**src/rtl/serial_load_ctrl_pkg.sv**
```systemverilog
// Shared types and constants for the serial load controller and its datapath.
package serial_load_ctrl_pkg;

   localparam int unsigned WORD_W_DEF = 16;
   localparam int unsigned TIMER_W    = 8;

   typedef enum logic [1:0] {
      IDLE  = 2'd0,
      SHIFT = 2'd1,
      HOLD  = 2'd2
   } state_t;

endpackage

```
**src/rtl/serial_load_ctrl_shift_register.sv**
```systemverilog
// Serial-in/parallel-out shift register; shifts toward the MSB, new bit enters at bit 0.
module shift_register
   import serial_load_ctrl_pkg::*;
#(
   parameter int unsigned WIDTH = WORD_W_DEF
) (
   input  logic             clk,
   input  logic             resetb,
   input  logic             en,
   input  logic             din,
   output logic [WIDTH-1:0] q
);

   always_ff @(posedge clk or negedge resetb) begin
      if (!resetb)
         q <= '0;
      else if (en)
         q <= {q[WIDTH-2:0], din};
   end

endmodule

```
**src/rtl/serial_load_ctrl.sv**
```systemverilog
// Frame capture controller: FSM, bit counter and inter-bit idle timer around one shift register.
module serial_load_ctrl
   import serial_load_ctrl_pkg::*;
#(
   parameter int unsigned WORD_W  = WORD_W_DEF,
   parameter int unsigned TIMEOUT = 255
) (
   input  logic              clk,
   input  logic              resetb,
   input  logic              start_i,
   input  logic              abort_i,
   input  logic              bit_i,
   input  logic              bit_valid_i,
   output logic [WORD_W-1:0] word_o,
   input  logic              word_ready_i,
   output logic              word_valid_o,
   output logic              busy_o,
   output logic              err_o
);

   localparam int unsigned CNT_W = $clog2(WORD_W) + 1;

   state_t               state, state_nxt;
   logic [CNT_W-1:0]     cnt, cnt_nxt;
   logic [TIMER_W-1:0]   timer, timer_nxt;
   logic                 shift_en;
   logic                 err_nxt;
   logic                 last_bit;
   logic                 timer_expiring;

   assign last_bit       = (cnt == CNT_W'(WORD_W - 1));
   assign timer_expiring = (timer == TIMER_W'(TIMEOUT - 1));

   // State register
   always_ff @(posedge clk or negedge resetb) begin
      if (!resetb)
         state <= IDLE;
      else
         state <= state_nxt;
   end

   // Next-state logic; abort overrides every other transition
   always_comb begin
      state_nxt = state;
      case (state)
         IDLE:  if (start_i) state_nxt = SHIFT;
         SHIFT: begin
            if (bit_valid_i && last_bit)
               state_nxt = HOLD;
            else if (!bit_valid_i && timer_expiring)
               state_nxt = IDLE;
         end
         HOLD:  if (word_ready_i) state_nxt = start_i ? SHIFT : IDLE;
         default: state_nxt = IDLE;
      endcase
      if (abort_i)
         state_nxt = IDLE;
   end

   // Output / datapath control; counter and timer clear on any entry to or exit from SHIFT
   always_comb begin
      shift_en  = (state == SHIFT) && bit_valid_i && !abort_i;
      err_nxt   = (state == SHIFT) && !bit_valid_i && !abort_i && timer_expiring;
      cnt_nxt   = '0;
      timer_nxt = '0;
      if (state == SHIFT && state_nxt == SHIFT) begin
         cnt_nxt   = shift_en ? cnt + CNT_W'(1) : cnt;
         timer_nxt = bit_valid_i ? '0 : timer + TIMER_W'(1);
      end
   end

   // Counter, timer and flag outputs, each a registered function of the next state
   always_ff @(posedge clk or negedge resetb) begin
      if (!resetb) begin
         cnt          <= '0;
         timer        <= '0;
         busy_o       <= 1'b0;
         word_valid_o <= 1'b0;
         err_o        <= 1'b0;
      end else begin
         cnt          <= cnt_nxt;
         timer        <= timer_nxt;
         busy_o       <= (state_nxt != IDLE);
         word_valid_o <= (state_nxt == HOLD);
         err_o        <= err_nxt;
      end
   end

   shift_register #(
      .WIDTH (WORD_W)
   ) u_shift (
      .clk    (clk),
      .resetb (resetb),
      .en     (shift_en),
      .din    (bit_i),
      .q      (word_o)
   );

endmodule

```
**config.mk**
```make
export PLATFORM = sky130hd
export DESIGN_NAME = serial_load_ctrl
export DESIGN_NICKNAME = d
export VERILOG_FILES = /design/src/rtl/serial_load_ctrl_pkg.sv /design/src/rtl/serial_load_ctrl_shift_register.sv /design/src/rtl/serial_load_ctrl.sv
export SDC_FILE = /design/constraint.sdc
export NUM_CORES = 1
export LEC_CHECK = 0
export ABC_CLOCK_PERIOD_IN_PS = 1600
export CAP_MARGIN = 0
export CORE_MARGIN = 2
export CORE_UTILIZATION = 58
export CTS_CLUSTER_SIZE = 25
export DETAILED_ROUTE_END_ITERATION = 10
export DONT_BUFFER_PORTS = 1
export PLACE_DENSITY = 0.8
export SLEW_MARGIN = 20
export SYNTH_ARGS = -nofsm -noshare
export SYNTH_HDL_FRONTEND = slang
export SYNTH_SLANG_ARGS = --single-unit
```
**constraint.sdc**
```tcl
create_clock -name clk -period 1.6 [get_ports clk]
set_input_delay 0.32 -clock clk [delete_from_list [all_inputs] [get_ports clk]]
set_output_delay 0.32 -clock clk [all_outputs]
set_load 0.02 [all_outputs]
```
* After elaboration in Yosys (flattened, before gate mapping)
Index checks and enable logic that the tools add are counted.
** Storage, ports and cells
- Input bits :: 7
- Output and inout port bits :: 19
- Register bits after elaboration :: 34
** Operators by class
- Equality and inequality tests :: 7
- Mux-type cells :: 11
- Reduce and logical (&&, ||, !) cells :: 12
- $add $sub $neg :: 2
** Operators by type and width (number)
- 2-to-1 mux 8 bit :: 2
- 2-to-1 mux 2 bit :: 5
- 2-to-1 mux 5 bit :: 2
- adder 8 x 1 -> 8 bit (second input constant) :: 1
- == test 8 bit (second input constant) :: 1
- logical AND 1 bit :: 8
- case mux 2 bit (3 select lines) :: 1
- adder 5 x 1 -> 5 bit (second input constant) :: 1
- == test 5 x 4 -> 1 bit (second input constant) :: 1
- == test 2 x 1 -> 1 bit (second input constant) :: 2
- == test 2 bit (second input constant) :: 2
- logical NOT 1 bit :: 2
- logical NOT 2 bit :: 1
- inequality test 2 bit (second input constant) :: 1
- nonzero test 2 bit :: 1
- 2-to-1 mux 1 bit :: 1

* Longest topological paths before layout
Gate-level depths: netlist of the first run.
- Word-level depth :: 9
- Depth in mapped cells :: 6

* Cells and area by module
From an unflattened synthesis of the first run, not the netlist that was laid out.
** Unflattened totals
- Cell total of the unflattened synthesis :: 118
- Area, all modules :: 1589.0 um2
** By module, submodules not included
- serial_load_ctrl :: times used 1, area each 939.7 um2, cells each 84, seq. area each 450.4 um2
- shift_register :: times used 1, area each 649.4 um2, cells each 34, seq. area each 400.4 um2

* Worst setup path after synthesis of the first run
OpenSTA, ideal clock, no wires.
- Path kind :: register to register
- From :: reg timer[0]
- To :: reg timer[2]
- Arrival time :: 1.323 ns
- Data required time :: 1.457 ns
- Slack :: 0.134 ns
- Setup time :: 0.143 ns
- Stages on the path, launching flop included :: 6
- Buffers on the path :: 0
- Period minus slack after synthesis :: 1.466 ns
- Path through :: dfrtp_1 > inv_1 > ha_1 > nand4b_4 > a311oi_4 > nor3_1
** On the way
- Longest elaborated chain between the ends :: 9
- Elaborated cells on any way between the ends :: 11
- Classes of those cells :: add/sub: 1; eq/ne: 2; mux: 6; reduce/logical: 2
** RTL lines
- start: declaration :: line serial_load_ctrl.sv:25 : logic [TIMER_W-1:0] timer, timer_nxt;
- start signal: assignment :: line serial_load_ctrl.sv:82 : timer <= timer_nxt;
- == test 8 bit :: line serial_load_ctrl.sv:32 : assign timer_expiring = (timer == TIMER_W'(TIMEOUT - 1));
- logical AND 1 bit :: line serial_load_ctrl.sv:50 : else if (!bit_valid_i && timer_expiring)
- 2-to-1 mux 2 bit :: line serial_load_ctrl.sv:50
- 2-to-1 mux 2 bit :: line serial_load_ctrl.sv:48 : if (bit_valid_i && last_bit)
- case mux 2 bit (3 select lines) :: line serial_load_ctrl.sv:45 : case (state)
- 2-to-1 mux 2 bit :: line serial_load_ctrl.sv:56 : if (abort_i)
- == test 2 x 1 -> 1 bit :: line serial_load_ctrl.sv:66 : if (state == SHIFT && state_nxt == SHIFT) begin
- logical AND 1 bit :: line serial_load_ctrl.sv:66
- 2-to-1 mux 8 bit * :: line serial_load_ctrl.sv:66
- net timer_nxt[2] :: line serial_load_ctrl.sv:25
The timed path passes the listed nets; every way through them passes the cells marked *.
A chain may end at the register's enable or synchronous reset.

* Worst setup path after layout of the first run
- From :: reg cnt[0]
- To :: reg cnt[4]
** On the way
- Longest elaborated chain between the ends :: 8
- Elaborated cells on any way between the ends :: 11
- Classes of those cells :: add/sub: 1; eq/ne: 3; mux: 5; reduce/logical: 2
** RTL lines
- start: declaration :: line serial_load_ctrl.sv:24 : logic [CNT_W-1:0] cnt, cnt_nxt;
- start signal: assignment :: line serial_load_ctrl.sv:81 : cnt <= cnt_nxt;
- == test 5 x 4 -> 1 bit :: line serial_load_ctrl.sv:31 : assign last_bit = (cnt == CNT_W'(WORD_W - 1));
- logical AND 1 bit :: line serial_load_ctrl.sv:48
- 2-to-1 mux 2 bit :: line serial_load_ctrl.sv:48
- case mux 2 bit (3 select lines) :: line serial_load_ctrl.sv:45
- 2-to-1 mux 2 bit :: line serial_load_ctrl.sv:56
- == test 2 x 1 -> 1 bit :: line serial_load_ctrl.sv:66
- logical AND 1 bit :: line serial_load_ctrl.sv:66
- inequality test 2 bit (no line) or 2-to-1 mux 5 bit (tied branches)
Several ways; a longest one is shown, not always the timed one. The select of a mux whose other input is x is not followed.

==> results of run 1 <==
-- power groups by stage --
stage | Sequential (mW) | Combinational, mW | Clock, mW
after detailed placement | 1.06 | 0.0946 | 0
after global placement | 1.05 | 0.0888 | 0
after CTS | 1.04 | 0.120 | 0.499
after global routing | 1.04 | 0.139 | 0.544
final | 1.04 | 0.119 | 0.488
after floorplan | 1.04 | 0.0754 | 0
-- area by class of cell --
| class | count | area share (%) |
|---|---|---|
| repair buffers | 9 | 4.82 |
| clock buffers | 7 | 3.21 |
| multi-input cells | 106 | 38.3 |
| well taps | 30 | 2.19 |
| flip-flops and latches | 34 | 49.6 |
| clock inverters | 1 | 0.292 |
| inverters | 7 | 1.53 |
-- critical path, stage by stage (launching register included) --
cell and delay (ps):
dfrtp_1 420, ha_1 220, and3_1 180, ha_1 190, nand2_1 120, o211ai_4 130, a211oi_1 190
-- state kept, by name (all words and copies together) (netlist names) --
name,count
state,2
err_o,1
cnt,5
word_valid_o,1
busy_o,1
u_shift.q,16
timer,8
-- how the worst max path moves through the flow --
stage                                   from                 end  slack, ps  depth (start not counted)
after global placement    cnt[0]$_DFFE_PN0P_  cnt[4]$_DFFE_PN0P_         80                          6
after detailed placement  timer[0]$_DFF_PN0_  timer[3]$_DFF_PN0_         30                          5
after floorplan           timer[0]$_DFF_PN0_  timer[2]$_DFF_PN0_        130                          5
after global routing      cnt[0]$_DFFE_PN0P_  cnt[4]$_DFFE_PN0P_         -3                          6
after CTS                 timer[0]$_DFF_PN0_  timer[3]$_DFF_PN0_         10                          5
final                     cnt[0]$_DFFE_PN0P_  cnt[4]$_DFFE_PN0P_         80                          6
-- routing by layer --
metal	wire (um)	vias to the layer above
met2	1460	30
met5	0	-
li1	-	531
met3	117	9
met1	1210	534
met4	65	0
-- cells in the final DEF (no fill, tap or decap), drive strengths merged, types with 2 or more instances in the layout --
cell	instances
ha	4
clkbuf	7
a211oi	4
xor2	2
nand3	5
inv	7
nor3b	2
nor3	5
nor2	2
nand4b	2
nand4	2
or3	5
buf	8
nand2b	2
xnor2	2
o211ai	2
o21ai	6
a21oi	3
dfrtp	34
nand2	52
-- timing repair --
item | in CTS | in global routing
endpoints found under the hold margin | 34 | 0
hold buffers | 2 | 0
gates resized for setup | 0 | 2
setup endpoints to repair | 0 | 10
buffers inserted | 0 | 2
-- metrics by stage --
stage | utilization, % | instance area (um2) | setup TNS, ps | setup slack (ps)
final | 68.6 | 1710 | 0 | 77.3
after CTS | 67.5 | 1690 | 0 | 9.53
after global routing | 68.6 | 1710 | -2.79 | -2.79
after global placement | 63.9 | 1600 | 0 | 84.8
after floorplan | - | 1540 | 0 | 134
after detailed placement | 63.9 | 1600 | 0 | 30.6
-- cell families (layout without fill, tap and decap cells) --
logic type | Yosys count | in the layout | synth area share, %
fa+ha+maj | 4 | 4 | 3.24
xor+xnor | 4 | 4 | 2.27
simple gates | 81 | 81 | 26.9
compound gates | 17 | 17 | 9.32
flops | 34 | 34 | 55.1
buf+inv | 12 | 24 | 3.16
==> run summary, run 1 <==
mapped cell area - 0.00154 mm2
Power Density - 959 mW/mm2
Reg power frac - 63.1%
Detail Route Antenna Nets - 0
Synth Instances - 152
Hold WS - 66.2 ps
sw frac - 28.5%
Gate power share - 7.2%
total design power - 1.64 mW
GPL Wtd Cong - 0.777
GR Overflow Total - 0
Synth cell types - 32
Synthesis Warnings - 0
Hold EP - state[0]$_DFF_PN0_
Worst-Skew Late Latency - 330 ps
routed wire length - 2850 um
Post-synth top flop - dfrtp_1
initial antenna violation count - 0
CORE AREA - 0.00250 mm2
boundary pin count - 26
die height - 55.6 um
final period utilization - 95.2%
DRC Markers - 0
H-tree depth - 2
Layout Cells excl Fill - 194
post-DR wirelength/cell - 14.7 um
Async SR Flop Fraction - 100%
fillcell total - 181
CP Max Fanout - 7
P_leak - 0.888 nW
initial core utilization - 61.8%
synth cell count leaders - nand2_1 (52), dfrtp_1 (34), inv_1 (7)
min-delay src - abort_i
Tot GR Track Use - 20.6%
diode count - 0
layout cells sized above 1 - 15.2%
#FFs+latches synth - 34
most frequent cell after synthesis - nand2_1
Inst Count DP - 182
WS Path Type - reg -> reg
DR iter-0 viols - 18
CTS tree - yes
Vias/cell - 5.69
Max-slew headroom - 75.8%
clk root buf - clkbuf_4
Hold Crit Class - in -> reg
Pint - 1.18 mW
RR Endpoint - cnt[4]$_DFFE_PN0P_
total number of vias - 1104
Worst IR Drop VDD - 0.768 mV
CTS buffer count - 5
Synth top area share - 55.1%
status - finished clean
sequential cell area fraction in the yosys report - 55.1%
Critical Path AT - 1760 ps
vias in the first global route - 1089
Hold Path Stages - 1
met3 Track Usage GR - 5.58%
Final nets - 174
Hold Fails Final Rpt - 0
Initial DRT Pass Iterations - 4
M2 GR Usage - 32.7%
CTS Buffer Depth - 2
I/O Buffers - 0
Top Usage Layer GRT - met2
post-DP HPWL - 1970 um
GR Util met1 - 24.7%
die width - 55.6 um
RR Startpoint - cnt[0]$_DFFE_PN0P_
max_cap viols - 0
Reg2Reg Depth - 6
Post-synth EDFFs - 0
crit path launch type - flop
Storage cell area - 851 um2
Final min period - 1520 ps
syn_area_per_cell - 10.2 um2
Die Area - 0.00309 mm2
Psw - 469 uW
f_max - 657 MHz
post-synth net total - 163
row count - 18
synthesis-to-layout area growth - 11.0%
clock skew - 6.45 ps
Slew Limit Fails - 0
worst-margin pin slew - 362 ps
largest cells by area after synthesis - dfrtp_1 (55%), nand2_1 (13%), ha_1 (3.2%)
R2R Setup Slk - 80 ps
TritonCTS sink count - 34
largest net degree at the start of global routing - 35
CTS clock-pin slew for the worst setup and hold paths - 100 ps
Critical Path RT - 1840 ps
element type at the critical path end - flop
Final setup viols - 0
multi-input logic area - 657 um2
Clock Power Share - 29.7%
Synth area leader - dfrtp_1
global-route wire length before repair - 4900 um
Note: power is estimated with default switching activity, not from simulation.
==> inputs of run 2 (changes only) <==
ABC_CLOCK_PERIOD_IN_PS = default   (was 1600)
==> results of run 2 <==
Same layout as run 1: the final DEF is identical, and so are final timing and power.
==> inputs of run 3 (changes only) <==
CTS_CLUSTER_DIAMETER = 50   (was default)
==> results of run 3 <==
Same layout as run 1: the final DEF is identical, and so are final timing and power.
